$ cat config.mk
export PLATFORM = sky130hd
export DESIGN_NAME = rpn_eval
export DESIGN_NICKNAME = d
export VERILOG_FILES = /design/src/rtl/rpn_eval.sv
export SDC_FILE = /design/constraint.sdc
export NUM_CORES = 1
export LEC_CHECK = 0
export CORE_MARGIN = 4
export CORE_UTILIZATION = 50
export CTS_CLUSTER_SIZE = 8
export DETAILED_ROUTE_END_ITERATION = 6
export GPL_TIMING_DRIVEN = 0
export PLACE_DENSITY_LB_ADDON = 0.2
export RECOVER_POWER = 25
export SLEW_MARGIN = 15
export SYNTH_ARGS = -nofsm -noshare
export SYNTH_HDL_FRONTEND = slang
export SYNTH_SLANG_ARGS = --single-unit
export TNS_END_PERCENT = 30
$ cat constraint.sdc
create_clock -name clk -period 4.83 [get_ports clk]
set_input_delay 1.2075 -clock clk [delete_from_list [all_inputs] [get_ports clk]]
set_output_delay 1.2075 -clock clk [all_outputs]
set_load 0.05 [all_outputs]
$ cat src/rtl/rpn_eval.sv
// Reverse-Polish evaluator driving an external stack's push/pop/data_in and reading its top entry.
// Tracks stack occupancy locally so the attached stack is never over- or underflowed.
module rpn_eval #(
  parameter int unsigned WIDTH = 18,
  parameter int unsigned SIZE  = 4
) (
  input  logic             clk,
  input  logic             reset,
  input  logic             tok_valid,
  output logic             tok_ready,
  input  logic             tok_op,
  input  logic [WIDTH-1:0] tok_data,
  output logic             stk_push,
  output logic             stk_pop,
  output logic [WIDTH-1:0] stk_din,
  input  logic [WIDTH-1:0] stk_dout,
  output logic             res_valid,
  output logic [WIDTH-1:0] res_data,
  output logic             err,
  output logic [SIZE:0]    depth
);

  typedef enum logic [1:0] {IDLE, POP_B, POP_A, EXEC} state_t;

  localparam logic [1:0] OP_ADD  = 2'b00;
  localparam logic [1:0] OP_SUB  = 2'b01;
  localparam logic [1:0] OP_XOR  = 2'b10;
  localparam logic [1:0] OP_PEEK = 2'b11;

  localparam logic [SIZE:0] FULL = {1'b1, {SIZE{1'b0}}};
  localparam logic [SIZE:0] ONE  = {{SIZE{1'b0}}, 1'b1};
  localparam logic [SIZE:0] TWO  = ONE + ONE;

  state_t           state_q, state_d;
  logic [SIZE:0]    depth_q, depth_d;
  logic             err_q, err_d;
  logic             res_valid_q, res_valid_d;
  logic [WIDTH-1:0] res_data_q, res_data_d;
  logic [WIDTH-1:0] a_q, a_d, b_q, b_d;
  logic [1:0]       op_q, op_d;
  logic [WIDTH-1:0] result;
  logic             accept;

  assign tok_ready = (state_q == IDLE);
  assign accept    = tok_valid & tok_ready;
  assign res_valid = res_valid_q;
  assign res_data  = res_data_q;
  assign err       = err_q;
  assign depth     = depth_q;

  always_comb begin
    result = '0;
    unique case (op_q)
      OP_ADD:  result = a_q + b_q;
      OP_SUB:  result = a_q - b_q;
      OP_XOR:  result = a_q ^ b_q;
      default: result = '0;
    endcase
  end

  always_comb begin
    state_d     = state_q;
    depth_d     = depth_q;
    err_d       = err_q;
    res_valid_d = 1'b0;
    res_data_d  = res_data_q;
    a_d         = a_q;
    b_d         = b_q;
    op_d        = op_q;
    stk_push    = 1'b0;
    stk_pop     = 1'b0;
    stk_din     = '0;
    unique case (state_q)
      IDLE: begin
        if (accept) begin
          if (!tok_op) begin
            if (depth_q != FULL) begin
              stk_push = 1'b1;
              stk_din  = tok_data;
              depth_d  = depth_q + ONE;
            end else begin
              err_d = 1'b1;
            end
          end else if (tok_data[1:0] == OP_PEEK) begin
            // Top entry is already on stk_dout; no stack traffic needed.
            if (depth_q != '0) begin
              res_valid_d = 1'b1;
              res_data_d  = stk_dout;
            end else begin
              err_d = 1'b1;
            end
          end else if (depth_q >= TWO) begin
            op_d    = tok_data[1:0];
            state_d = POP_B;
          end else begin
            err_d = 1'b1;
          end
        end
      end
      POP_B: begin
        stk_pop = 1'b1;
        b_d     = stk_dout;
        depth_d = depth_q - ONE;
        state_d = POP_A;
      end
      POP_A: begin
        stk_pop = 1'b1;
        a_d     = stk_dout;
        depth_d = depth_q - ONE;
        state_d = EXEC;
      end
      EXEC: begin
        stk_push    = 1'b1;
        stk_din     = result;
        depth_d     = depth_q + ONE;
        res_valid_d = 1'b1;
        res_data_d  = result;
        state_d     = IDLE;
      end
      default: state_d = IDLE;
    endcase
  end

  always_ff @(posedge clk or posedge reset) begin
    if (reset) begin
      state_q     <= IDLE;
      depth_q     <= '0;
      err_q       <= 1'b0;
      res_valid_q <= 1'b0;
      res_data_q  <= '0;
      a_q         <= '0;
      b_q         <= '0;
      op_q        <= OP_ADD;
    end else begin
      state_q     <= state_d;
      depth_q     <= depth_d;
      err_q       <= err_d;
      res_valid_q <= res_valid_d;
      res_data_q  <= res_data_d;
      a_q         <= a_d;
      b_q         <= b_d;
      op_q        <= op_d;
    end
  end

endmodule

==> results of run 1 <==
[cell usage after synthesis, types with 11 or more instances]
master / count
dfrtp_1: 65
xor2_1: 27
ha_1: 25
clkbuf_1: 19
nand2_1: 47
mux2_2: 35
inv_1: 12
o21ai_0: 35
xnor2_1: 26
nor2_1: 39
a22oi_1: 11
a21oi_1: 51
[registers in the layout, summed over array words and instances (netlist names)]
signal	flops
err	1
op_q	2
a_q	18
b_q	18
res_valid	1
res_data	18
state_q	2
depth	5
[layout by cell type (no fill, tap or decap), drive strengths merged, types with 25 or more instances in the layout]
master	n
a21oi	51
buf	25
clkbuf	30
clkdlybuf4s50	64
dfrtp	65
ha	25
mux2	35
nand2	47
nor2	39
o21ai	36
xnor2	26
xor2	27
[worst min-delay path by stage]
stage	startpoint	endpoint	slack, ps	depth (start not counted)
finish	err	err	470	1
CTS	err	err	480	1
floorplan	a_q[0]	a_q[0]	490	2
global placement	err	err	450	1
detailed placement	err	err	460	1
global route	err	err	510	1
[metrics by stage]
stage	setup WS, ps	std cells
3_3_place_gp	-1220	688
5_1_grt	-165	711
4_1_cts	-16.4	704
6_report	-34.6	711
2_1_floorplan	-137	495
3_5_place_dp	-1220	689
[area by class of cell]
cell class                      instances  area (um^2)  share of cell area
Buffer                                 20          104              0.0172
Clock buffer                           11          131              0.0218
Multi-Input combinational cell        393         3040               0.503
Inverter                               13         53.8             0.00892
Timing Repair Buffer                   97          898               0.149
Sequential cell                        65         1630               0.270
Clock inverter                          4         45.0             0.00746
Tap cell                              108          135              0.0224
[critical path: stages (launching register included)]
cell and delay, ps:
dfrtp_1 380, buf_6 140, or4_4 570, o31ai_1 290, xor2_1 200, ha_1 330, a21oi_2 270, o21bai_1 100
a21oi_1 270, o21ai_0 180, xnor2_1 150, o22ai_1 170, buf_4 240
[metal layers]
metal	wire length [um]	up-vias	part of all wire	global-route usage
met5	0	-	0	0
met4	251	0	0.017	0.0767
met3	997	25	0.069	0.0604
met2	7080	165	0.49	0.460
met1	6030	2127	0.42	0.349
li1	-	1993	-	-
[cell families (layout without fill, tap and decap cells)]
kind of cell | after synthesis | in the layout | synth area share
AOI/OAI and AO/OA | 155 | 155 | 0.214
buffers and inverters | 37 | 145 | 0.0326
adders and majority gates | 27 | 27 | 0.0778
muxes | 39 | 39 | 0.0958
and+or+nand+nor | 119 | 119 | 0.118
xor gates and xnor gates | 53 | 53 | 0.102
DFF | 65 | 65 | 0.359
[timing repair]
action                                  in CTS  in global routing
setup buffers                                4                  7
pin swaps                                    8                 11
gates resized for setup                     91                 52
endpoints found under the setup margin      19                 13
hold buffers                                 0                  0
endpoints found under the hold margin        0                  0
cloned                                       0                  0
==> results.toml, run 1 <==
[outcome]
status = "finished, violations left"
violations = "max-capacitance violations, max-slew violations, negative setup slack"

[floorplanning]
ios = 86
rows = 34
core_area_um2 = 8760
start_util = 0.517
die_h_um = 103
die_area_um2 = 10700
chipWidth_um = 103

[timing]
finClkSkew_ps = 4.60
fmax_mhz = 206
worst_hold_slack_ps = 471
finalWorstSetupSlack_ps = -34.6
timing.final.crit_share = 1.01
relSlewSlack = -0.407
slew_violations = 38
setup_viol = 2
tightest_slew_ps = 2110
rsz0062_at_grt = "true"
fin_crit_ps = 4860
finalHoldViolCount = 0
fin_setup_tns_ps = -62.8

[clocking]
path_clk_slew_ps = 70
worstSkewPairLatency_ps = 360
root_buffer = "clkbuf_8"
cts.sinks = 65
cts_tree = "built"
cts_max_level = 3
cts-buffers-inserted = 9
clock_path_buffers = 2

[routing]
via_count = 4310
drt_pass1_iterations = 5
drt-initial-drc-count = 267
post_drt_via_cell_ratio = 6.06
ant_nets = 0
avgRoutedWirePerCell_um = 20.2
wl_um = 14400
drc_errors = 0

[place]
place.port_buffers = 85
dp_hpwl_um = 10100
place_area_um2 = 5550
finalWeightedCongestion = 0.976

[critical_path]
path_class = "register to output port"
worstRegToRegCells = 13
end_kind = "output port"
crit_required_ps = 3620
cp_max_fo = 7
worstPathArrival_ps = 3660
cp-endpoint = "stk_din[16]"
rrSetupSlack_ps = 1510
worstSetupStartpointType = "register"
startpoint = "b_q[8]"
r2r-end = "res_data[17]"
rr_startpoint = "b_q[8]"

[logic_synthesis]
netlist_instances = 495
ys_warn_count = 0
syn_nets = 562
netlist.area_leader.share = 0.359
seq_area_frac_synth = 0.359
ys_types = 51
synth_edf_count = 0
syn_avg_cell_area_um2 = 9.16
async_reset_ff_frac = 1.00
synth_top_cell_by_area = "dfrtp_1"
synth_area_leaders = "dfrtp_1 36%, mux2_2 8.7%, ha_1 6.9%"
synth_flop_cell = "dfrtp_1"
netlist_area_um2 = 4530
synth_seq_cells = 65

[finish]
area_delta_synth_final_pct = 33.1
nets = 666
stdcell_area_um2 = 6030
final_core_util = 0.689
fillers = 685
drive_gt1_frac = 0.209
diodes = 0

[grt]
grt_max_degree = 38
grt_first_pass_wirelength_um = 21700
grt_use_total = 0.271
antenna_found_initial = 0
grt_overflow = 0
grt_pass1_vias = 4102

[job]
cap_violations = 1

[hold_path]
hp-class = "register to register"
Power of run 1 is left out: the tool's default activity adds up to more than one toggle a clock period on the data nets, which glitch-free logic cannot reach.
==> run 2, diff against run 1 <==
- CORE_UTILIZATION: 50 -> 40
==> results.toml, run 2 (synthesis results as in run 1) <==
[finish]
stdcell_area_um2 = 6210
diodes = 0
final_core_util = 0.565
final_cell_mix = "63 x clkdlybuf4s50_1, 62 x dfrtp_1, 43 x nand2_1"
nets = 670
final_common_cell = "clkdlybuf4s50_1"
drive_gt1_frac = 0.224
area_delta_synth_final_pct = 36.9

[timing]
setup_viol = 0
fin_crit_ps = 4830
fin_setup_tns_ps = 0
rsz0062_at_grt = "true"
slew_violations = 1
fmax_mhz = 207
finClkSkew_ps = 10.2
timing.final.crit_share = 1.00
relSlewSlack = -0.00421
finalHoldViolCount = 0
tightest_slew_ps = 1500

[place]
place_area_um2 = 5590
dp_hpwl_um = 10300
place.port_buffers = 85
finalWeightedCongestion = 0.914

[clocking]
cts-buffers-inserted = 9
root_buffer = "clkbuf_16"
cts_tree = "built"
worstSkewPairLatency_ps = 340
path_clk_slew_ps = 60
clock_path_buffers = 2
cts.sinks = 65
cts_max_level = 3

[outcome]
status = "finished, violations left"
violations = "max-capacitance violations, max-slew violations"

[critical_path]
end_kind = "output port"
cp_max_fo = 8
startpoint = "b_q[8]"
worstPathArrival_ps = 3620
rr_startpoint = "b_q[8]"
crit_required_ps = 3620
path_class = "register to output port"
worstSetupStartpointType = "register"

[grt]
grt_use_total = 0.220
grt_max_degree = 35
antenna_found_initial = 0
grt_first_pass_wirelength_um = 22500
grt_pass1_vias = 4333
grt_overflow = 0

[floorplanning]
die_h_um = 114
start_util = 0.413
rows = 38
core_area_um2 = 11000
chipWidth_um = 114
die_area_um2 = 13100
ios = 86

[routing]
wl_um = 14400
drc_errors = 0
avgRoutedWirePerCell_um = 19.2
ant_nets = 0
drt-initial-drc-count = 216
drt_pass1_iterations = 5
via_count = 4284
post_drt_via_cell_ratio = 5.73

[job]
cap_violations = 1

[hold_path]
min-delay-start = "err"
hp-class = "register to register"
## run 2: cell count changes in the layout (fill, tap and decap cells not counted), sizes merged
cell,before,now
clkbuf,30,35
clkdlybuf4s50,64,63
dlygate4sd2,7,2
clkdlybuf4s18,0,1
buf,25,28
clkinv,4,3
clkdlybuf4s15,0,1
dlygate4sd3,2,3
## run 2: repair_timing
action                     CTS  global route
setup buffers                6             9
setup endpoints to repair   19            17
gates cloned                 0             0
pin swaps                    3            13
hold buffers                 0             0
resized for setup           90            52
## run 2: through the flow
stage	hold slack, ps	cells	worst slack (ps)
finish	468	747	0.108
global route	497	747	-137
CTS	474	739	-60.3
detailed placement	459	721	-1340
global placement	456	720	-1400
floorplan	494	495	-137
## run 2: final timing paths
check | end | slack (ps) | cells after the start
setup / recovery | stk_din[17] | 0.1 | 13
max in group asynchronous | b_q[5] | 2380 | 3
hold reg to reg | err | 470 | 1
hold / removal | err | 470 | 1
setup reg to reg | res_data[17] | 1630 | 12
min in group asynchronous | err | 1680 | 2
## run 2: worst max-delay path, cell delays in order (launching register included)
cell,delay [ps]
dfrtp_1,380
buf_6,140
or4_4,590
or4_4,480
o21ai_1,170
xor2_1,240
ha_4,270
a21oi_4,180
o2bb2ai_2,130
a41oi_2,70
xnor2_2,190
o21ai_2,130
nor2b_4,170
buf_8,150
## run 2: layout make-up
type | count | area (um^2)
buffer | 20 | 98.8
clock buffer | 12 | 256
clock inverter | 3 | 40.0
fill | 1025 | 4780
inverter | 13 | 53.8
multi-input combinational | 393 | 3020
sequential | 65 | 1630
tap | 140 | 175
timing repair buffer | 101 | 932
## run 2: per-layer routing
| layer | wire, um | global-route usage |
|---|---|---|
| met5 | 0 | 0 |
| met4 | 282 | 0.0808 |
| met3 | 761 | 0.0317 |
| met2 | 6810 | 0.357 |
| met1 | 6500 | 0.297 |
Power of run 2 is left out for the same reason.
